==> src/rtl/vmask_cpop_if.sv <==
// Channel bundle between the mask-popcount sequencer and its environment:
// request, mask-byte source, popcount datapath and response.
interface vmask_cpop_if #(
  parameter int MASK_W = 8,
  parameter int DATA_W = 64,
  parameter int VL_W   = 11
);
  // Every channel uses valid/ready: a transfer happens on a rising clk edge
  // where both are high; a producer holds valid and its payload stable until
  // that edge, and valid never depends on ready.
  logic              req_valid;
  logic              req_ready;
  logic [VL_W-1:0]   req_vl;
  logic              src_valid;
  logic              src_ready;
  logic [MASK_W-1:0] src_mask;
  logic              dp_valid;
  logic [MASK_W-1:0] dp_m0;
  logic [DATA_W-1:0] dp_count;
  logic [MASK_W-1:0] dp_res;
  logic              resp_valid;
  logic              resp_ready;
  logic [VL_W-1:0]   resp_count;
  logic              busy;

  modport master (
    output req_valid, req_vl, src_valid, src_mask, dp_res, resp_ready,
    input  req_ready, src_ready, dp_valid, dp_m0, dp_count, resp_valid,
           resp_count, busy
  );

  modport slave (
    input  req_valid, req_vl, src_valid, src_mask, dp_res, resp_ready,
    output req_ready, src_ready, dp_valid, dp_m0, dp_count, resp_valid,
           resp_count, busy
  );
endinterface

==> src/rtl/vmask_cpop_seq.sv <==
// Sequencer for the 3-stage mask popcount datapath: streams tail-masked mask
// bytes into the datapath, sums the per-beat counts and returns one total.
module vmask_cpop_seq #(
  parameter int MASK_W = 8,
  parameter int DATA_W = 64,
  parameter int VL_W   = 11,
  parameter int LAT    = 3
) (
  input  logic       clk,
  input  logic       rst,
  vmask_cpop_if.slave bus,
  output logic [1:0] fsm_state
);
  typedef enum logic [1:0] {IDLE, ISSUE, DRAIN, RESP} state_t;

  localparam logic [VL_W-1:0] MW = VL_W'(MASK_W);

  state_t            state, state_nx;
  logic [VL_W-1:0]   rem;
  logic [VL_W-1:0]   acc;
  logic [LAT-1:0]    tag;
  logic [LAT-1:0]    tag_nx;
  logic [MASK_W-1:0] tmask;
  logic              beat;
  logic              last_beat;

  always_comb begin
    tmask = '1;
    if (rem < MW) begin
      for (int i = 0; i < MASK_W; i++) begin
        tmask[i] = (VL_W'(i) < rem);
      end
    end
  end

  assign beat      = (state == ISSUE) && bus.src_valid;
  assign last_beat = (rem <= MW);
  assign tag_nx    = {tag[LAT-2:0], beat};

  assign bus.req_ready  = (state == IDLE);
  assign bus.src_ready  = (state == ISSUE);
  assign bus.dp_valid   = beat;
  assign bus.dp_m0      = beat ? (bus.src_mask & tmask) : '0;
  assign bus.dp_count   = '0;
  assign bus.resp_valid = (state == RESP);
  assign bus.resp_count = (state == RESP) ? acc : '0;
  assign bus.busy       = (state != IDLE);
  assign fsm_state      = state;

  always_comb begin
    state_nx = state;
    case (state)
      IDLE: begin
        if (bus.req_valid) begin
          state_nx = (bus.req_vl == '0) ? RESP : ISSUE;
        end
      end
      ISSUE: begin
        if (beat && last_beat) begin
          state_nx = DRAIN;
        end
      end
      // Leave once the only beat still in flight is the one accumulating
      // this cycle, so the total is ready the cycle RESP is entered.
      DRAIN: begin
        if (tag_nx == '0) begin
          state_nx = RESP;
        end
      end
      RESP: begin
        if (bus.resp_ready) begin
          state_nx = IDLE;
        end
      end
      default: state_nx = IDLE;
    endcase
  end

  always_ff @(posedge clk) begin
    if (rst) begin
      state <= IDLE;
      tag   <= '0;
      rem   <= '0;
      acc   <= '0;
    end else begin
      state <= state_nx;
      tag   <= tag_nx;
      if ((state == IDLE) && bus.req_valid) begin
        rem <= bus.req_vl;
        acc <= '0;
      end else begin
        if (beat) begin
          rem <= last_beat ? '0 : (rem - MW);
        end
        if (tag[LAT-1]) begin
          acc <= acc + VL_W'(bus.dp_res);
        end
      end
    end
  end
endmodule

==> src/flat_wrapper.sv <==
// flat-port wrapper written by rule: the top's interface ports become plain ports
module vmask_cpop_seq_flat 
#(
  parameter int MASK_W = 8,
  parameter int DATA_W = 64,
  parameter int VL_W   = 11,
  parameter int LAT    = 3
)
  (clk, rst, fsm_state, bus_req_valid, bus_req_vl, bus_src_valid, bus_src_mask, bus_dp_res, bus_resp_ready, bus_req_ready, bus_src_ready, bus_dp_valid, bus_dp_m0, bus_dp_count, bus_resp_valid, bus_resp_count, bus_busy);
  vmask_cpop_if #(.MASK_W(MASK_W), .DATA_W(DATA_W), .VL_W(VL_W)) bus_i ();
  input  logic clk;
  input  logic rst;
  output logic [1:0] fsm_state;
  input wire logic [$bits(bus_i.req_valid)-1:0] bus_req_valid;
  input wire logic [$bits(bus_i.req_vl)-1:0] bus_req_vl;
  input wire logic [$bits(bus_i.src_valid)-1:0] bus_src_valid;
  input wire logic [$bits(bus_i.src_mask)-1:0] bus_src_mask;
  input wire logic [$bits(bus_i.dp_res)-1:0] bus_dp_res;
  input wire logic [$bits(bus_i.resp_ready)-1:0] bus_resp_ready;
  output wire logic [$bits(bus_i.req_ready)-1:0] bus_req_ready;
  output wire logic [$bits(bus_i.src_ready)-1:0] bus_src_ready;
  output wire logic [$bits(bus_i.dp_valid)-1:0] bus_dp_valid;
  output wire logic [$bits(bus_i.dp_m0)-1:0] bus_dp_m0;
  output wire logic [$bits(bus_i.dp_count)-1:0] bus_dp_count;
  output wire logic [$bits(bus_i.resp_valid)-1:0] bus_resp_valid;
  output wire logic [$bits(bus_i.resp_count)-1:0] bus_resp_count;
  output wire logic [$bits(bus_i.busy)-1:0] bus_busy;
  assign bus_i.req_valid = bus_req_valid;
  assign bus_i.req_vl = bus_req_vl;
  assign bus_i.src_valid = bus_src_valid;
  assign bus_i.src_mask = bus_src_mask;
  assign bus_i.dp_res = bus_dp_res;
  assign bus_i.resp_ready = bus_resp_ready;
  assign bus_req_ready = bus_i.req_ready;
  assign bus_src_ready = bus_i.src_ready;
  assign bus_dp_valid = bus_i.dp_valid;
  assign bus_dp_m0 = bus_i.dp_m0;
  assign bus_dp_count = bus_i.dp_count;
  assign bus_resp_valid = bus_i.resp_valid;
  assign bus_resp_count = bus_i.resp_count;
  assign bus_busy = bus_i.busy;
  vmask_cpop_seq #(.MASK_W(MASK_W), .DATA_W(DATA_W), .VL_W(VL_W), .LAT(LAT)) u_core (.clk(clk), .rst(rst), .bus(bus_i), .fsm_state(fsm_state));
endmodule
==> config.mk <==
export PLATFORM = sky130hd
export DESIGN_NAME = vmask_cpop_seq_flat
export DESIGN_NICKNAME = d
export VERILOG_FILES = /design/src/rtl/vmask_cpop_if.sv /design/src/rtl/vmask_cpop_seq.sv /design/src/flat_wrapper.sv
export SDC_FILE = /design/constraint.sdc
export NUM_CORES = 1
export LEC_CHECK = 0
export ABC_AREA = 1
export BUFFER_PORTS_ARGS = -buffer_cell sky130_fd_sc_hd__buf_2
export CAP_MARGIN = 20
export CORE_MARGIN = 2
export CORE_UTILIZATION = 50
export CTS_CLUSTER_SIZE = 16
export DETAILED_ROUTE_END_ITERATION = 7
export PLACE_DENSITY_LB_ADDON = 0.08
export SLEW_MARGIN = 20
export SYNTH_ARGS = -nofsm -noshare
export SYNTH_HDL_FRONTEND = slang
export SYNTH_SLANG_ARGS = --single-unit
==> constraint.sdc <==
create_clock -name clk -period 3 [get_ports clk]
set_clock_uncertainty 0.05 [all_clocks]
set_input_delay 0.6 -clock clk [delete_from_list [all_inputs] [get_ports clk]]
set_output_delay 0.6 -clock clk [all_outputs]
set_load 0.01 [all_outputs]
==> out/results.tsv <==
metric	value	unit
p_sw_share	48.1	%
chipHeight	73.7	um
numCtsBuffers	3	
p_seq_share	30.2	%
p_comb_share	56.5	%
cp.depth	7	
gp_congestion	0.819	
finalSetupTns	0	ps
fin_crit_sh	79.3	%
core	4690	um2
power_leakage	1.53	nW
layout_commonest_cell	nand2_1	
synth_edf_count	0	
fp-row-count	25	
dr.pass1.iters	4	
io_buffers	57	
via_count	2125	
path_common_cell	inv_1	
cp-endpoint	bus_dp_m0[0]	
r2r-end	u_core.acc[2]	
final_nets	476	
hold_start	u_core.tag[0]	
worstPathCellList	inv_1 -> ha_1 -> nand2_2 -> inv_1 -> nand2_1 -> a21oi_1 -> buf_2	
whs_path_depth	2	
fillers	502	
yosys_warnings	0	
root_buffer	clkbuf_8	
cp-start-kind	flop	
dieWidth	73.7	um
clock_sinks	27	
relSlewSlack	66.2	%
clkSlewWorstSetupHoldPaths	100	ps
layout-drive-gt1-share	17.3	%
clkPwrFrac	13.3	%
dieArea	5430	um2
synth_seq_cells	27	
switchingPower	0.778	mW
maxCapViolations	0	
remaining_drc_errors	0	
hpwl	3770	um
synthCells	373	
crit_path_end_kind	output port	
synth_cell_types	31	
clock_latency	270	ps
syn-cell-area	2430	um2
fin_crit	2380	ps
fmax	420	MHz
track_usage	16.5	%
synth_top_area_share	22.3	%
grt_max_degree	17	
antenna_left	0	
hold_class	reg2reg	
cp_top_family	buffers and inverters	
syn_to_final_growth	5.56	%
h-tree-depth	1	
critPathMaxStageDelay	370	ps
synthTopCellsByArea	dfxtp_1 22%, buf_4 20%, nand2_1 11%	
grt_antenna_before_repair	0	
cts_hold_buf	0	
p_int	0.839	mW
grt_pass1_vias	1726	
critPathMaxFanout	9	
power_density	631	nW/um2
timing.rr.start	u_core.fsm_state[0]	
whs	387	ps
crit_arrival	1730	ps
setup_viol	0	
worst_pin_slew	506	ps
hold_viol	0	
async_flop_share	0	%
drt-initial-drc-count	43	
final_cell_mix	73 x nand2_1, 64 x conb_1, 57 x buf_2, 53 x inv_1, 44 x nor2_1	
synth_top_area_cell	dfxtp_1	
seq_area_frac_synth	22.3	%
grt_pass1_wl	7240	um
diodes	0	
worst-path-buf-inv	3	
tritoncts	done	
cp_slowest_cell	dfxtp_1	
reg2reg_setup_slack	970	ps
peakVddDrop	397	uV
path_class	reg2out	
post_cts_resized	0	
ys.flop_type	dfxtp_1	
crit_path_start	u_core.fsm_state[1]	
ioPinCount	122	
post-cts-setup-buffers	0	
outcome	completed	
cp.required	2350	ps
wl_per_cell	9.53	um
rsz0062_at_grt	no	
start_util	51.8	%
reg2reg_depth	9	
wl	4590	um
grt_overflow_total	0	
syn_area_per_cell	6.51	um2
via_per_inst	4.41	
slew_viol_final	0	
clockBufferDepth	2	
## registers in the layout (all words and copies together), names as in the netlist
name              flops
u_core.acc           11
u_core.fsm_state      2
u_core.rem           11
u_core.tag            3
## worst min-delay path, delay by kind of cell (launching register included)
family                 cells  cell delay [ps]
DFF                        1              310
buffers and inverters      1               60
and+or+nand+nor            1               40
## how the worst min path moves through the flow
stage          slack [ps]       endpoint
6_report              390  u_core.tag[1]
4_1_cts               380  u_core.tag[1]
3_5_place_dp          370  u_core.tag[1]
3_3_place_gp          360  u_core.tag[1]
2_1_floorplan         360  u_core.tag[2]
5_1_grt               430  u_core.tag[1]
## routing by layer
metal  track usage, %  vias to the layer above  wire [um]
met3             3.70                        2        267
met5                0                        -          0
met2             29.8                       61       2280
met4             1.62                        0         12
li1                 -                     1142          -
met1             20.6                      920       2030
## synth_stat cells, types with 2 or more instances
library cell   n
nor2_1        44
nand4_1        3
nor2_4         2
inv_1         53
nand2_4        2
clkbuf_1       4
dfxtp_1       27
a21oi_1       27
ha_1          14
xnor2_1        2
nand2_1       73
o22ai_1        2
o21ai_0        7
nor3_1         2
nand2_2        5
nand3_1       21
xor2_1         6
buf_4         65
nor2_2         2
## cell families (layout without fill, tap and decap cells)
family                   Yosys count  in the layout  share of synthesized area (%)
other                              1             64                          0.154
AO/OA/AOI/OAI                     42             42                           9.22
adder cells (fa/ha/maj)           15             15                           8.04
buffers and inverters            123            115                           29.2
XOR/XNOR                           8              8                           2.89
flip-flops                        27             27                           22.3
AND/OR/NAND/NOR                  157            157                           28.3
## power by group through the flow
stage | sequential [mW] | combinational [mW] | clock, mW
after CTS | 0.486 | 0.920 | 0.222
after global placement | 0.496 | 0.904 | 0
after floorplan | 0.485 | 0.772 | 0
after global routing | 0.495 | 1.03 | 0.240
final | 0.488 | 0.914 | 0.216
after detailed placement | 0.493 | 0.915 | 0
## area by class of cell
cell class / instances / area [um2] / share of cell area (%)
Clock buffer: 3 / 41.3 / 1.61
Clock inverter: 1 / 7.51 / 0.293
Inverter: 54 / 205 / 8.00
Multi-Input combinational cell: 286 / 1420 / 55.2
Sequential cell: 27 / 541 / 21.1
Tap cell: 54 / 67.6 / 2.64
Timing Repair Buffer: 57 / 285 / 11.1
## through the flow
stage          power [mW]  instance area [um2]  util (%)  setup WS (ps)  std cells
3_3_place_gp         1.40                 2510      53.6            847        478
2_1_floorplan        1.26                 2670         -            991        436
3_5_place_dp         1.41                 2510      53.6            807        478
5_1_grt              1.76                 2560      54.6            474        482
6_report             1.62                 2560      54.6            621        482
4_1_cts              1.63                 2560      54.6            607        482
Power figures use the tool's default switching activity.
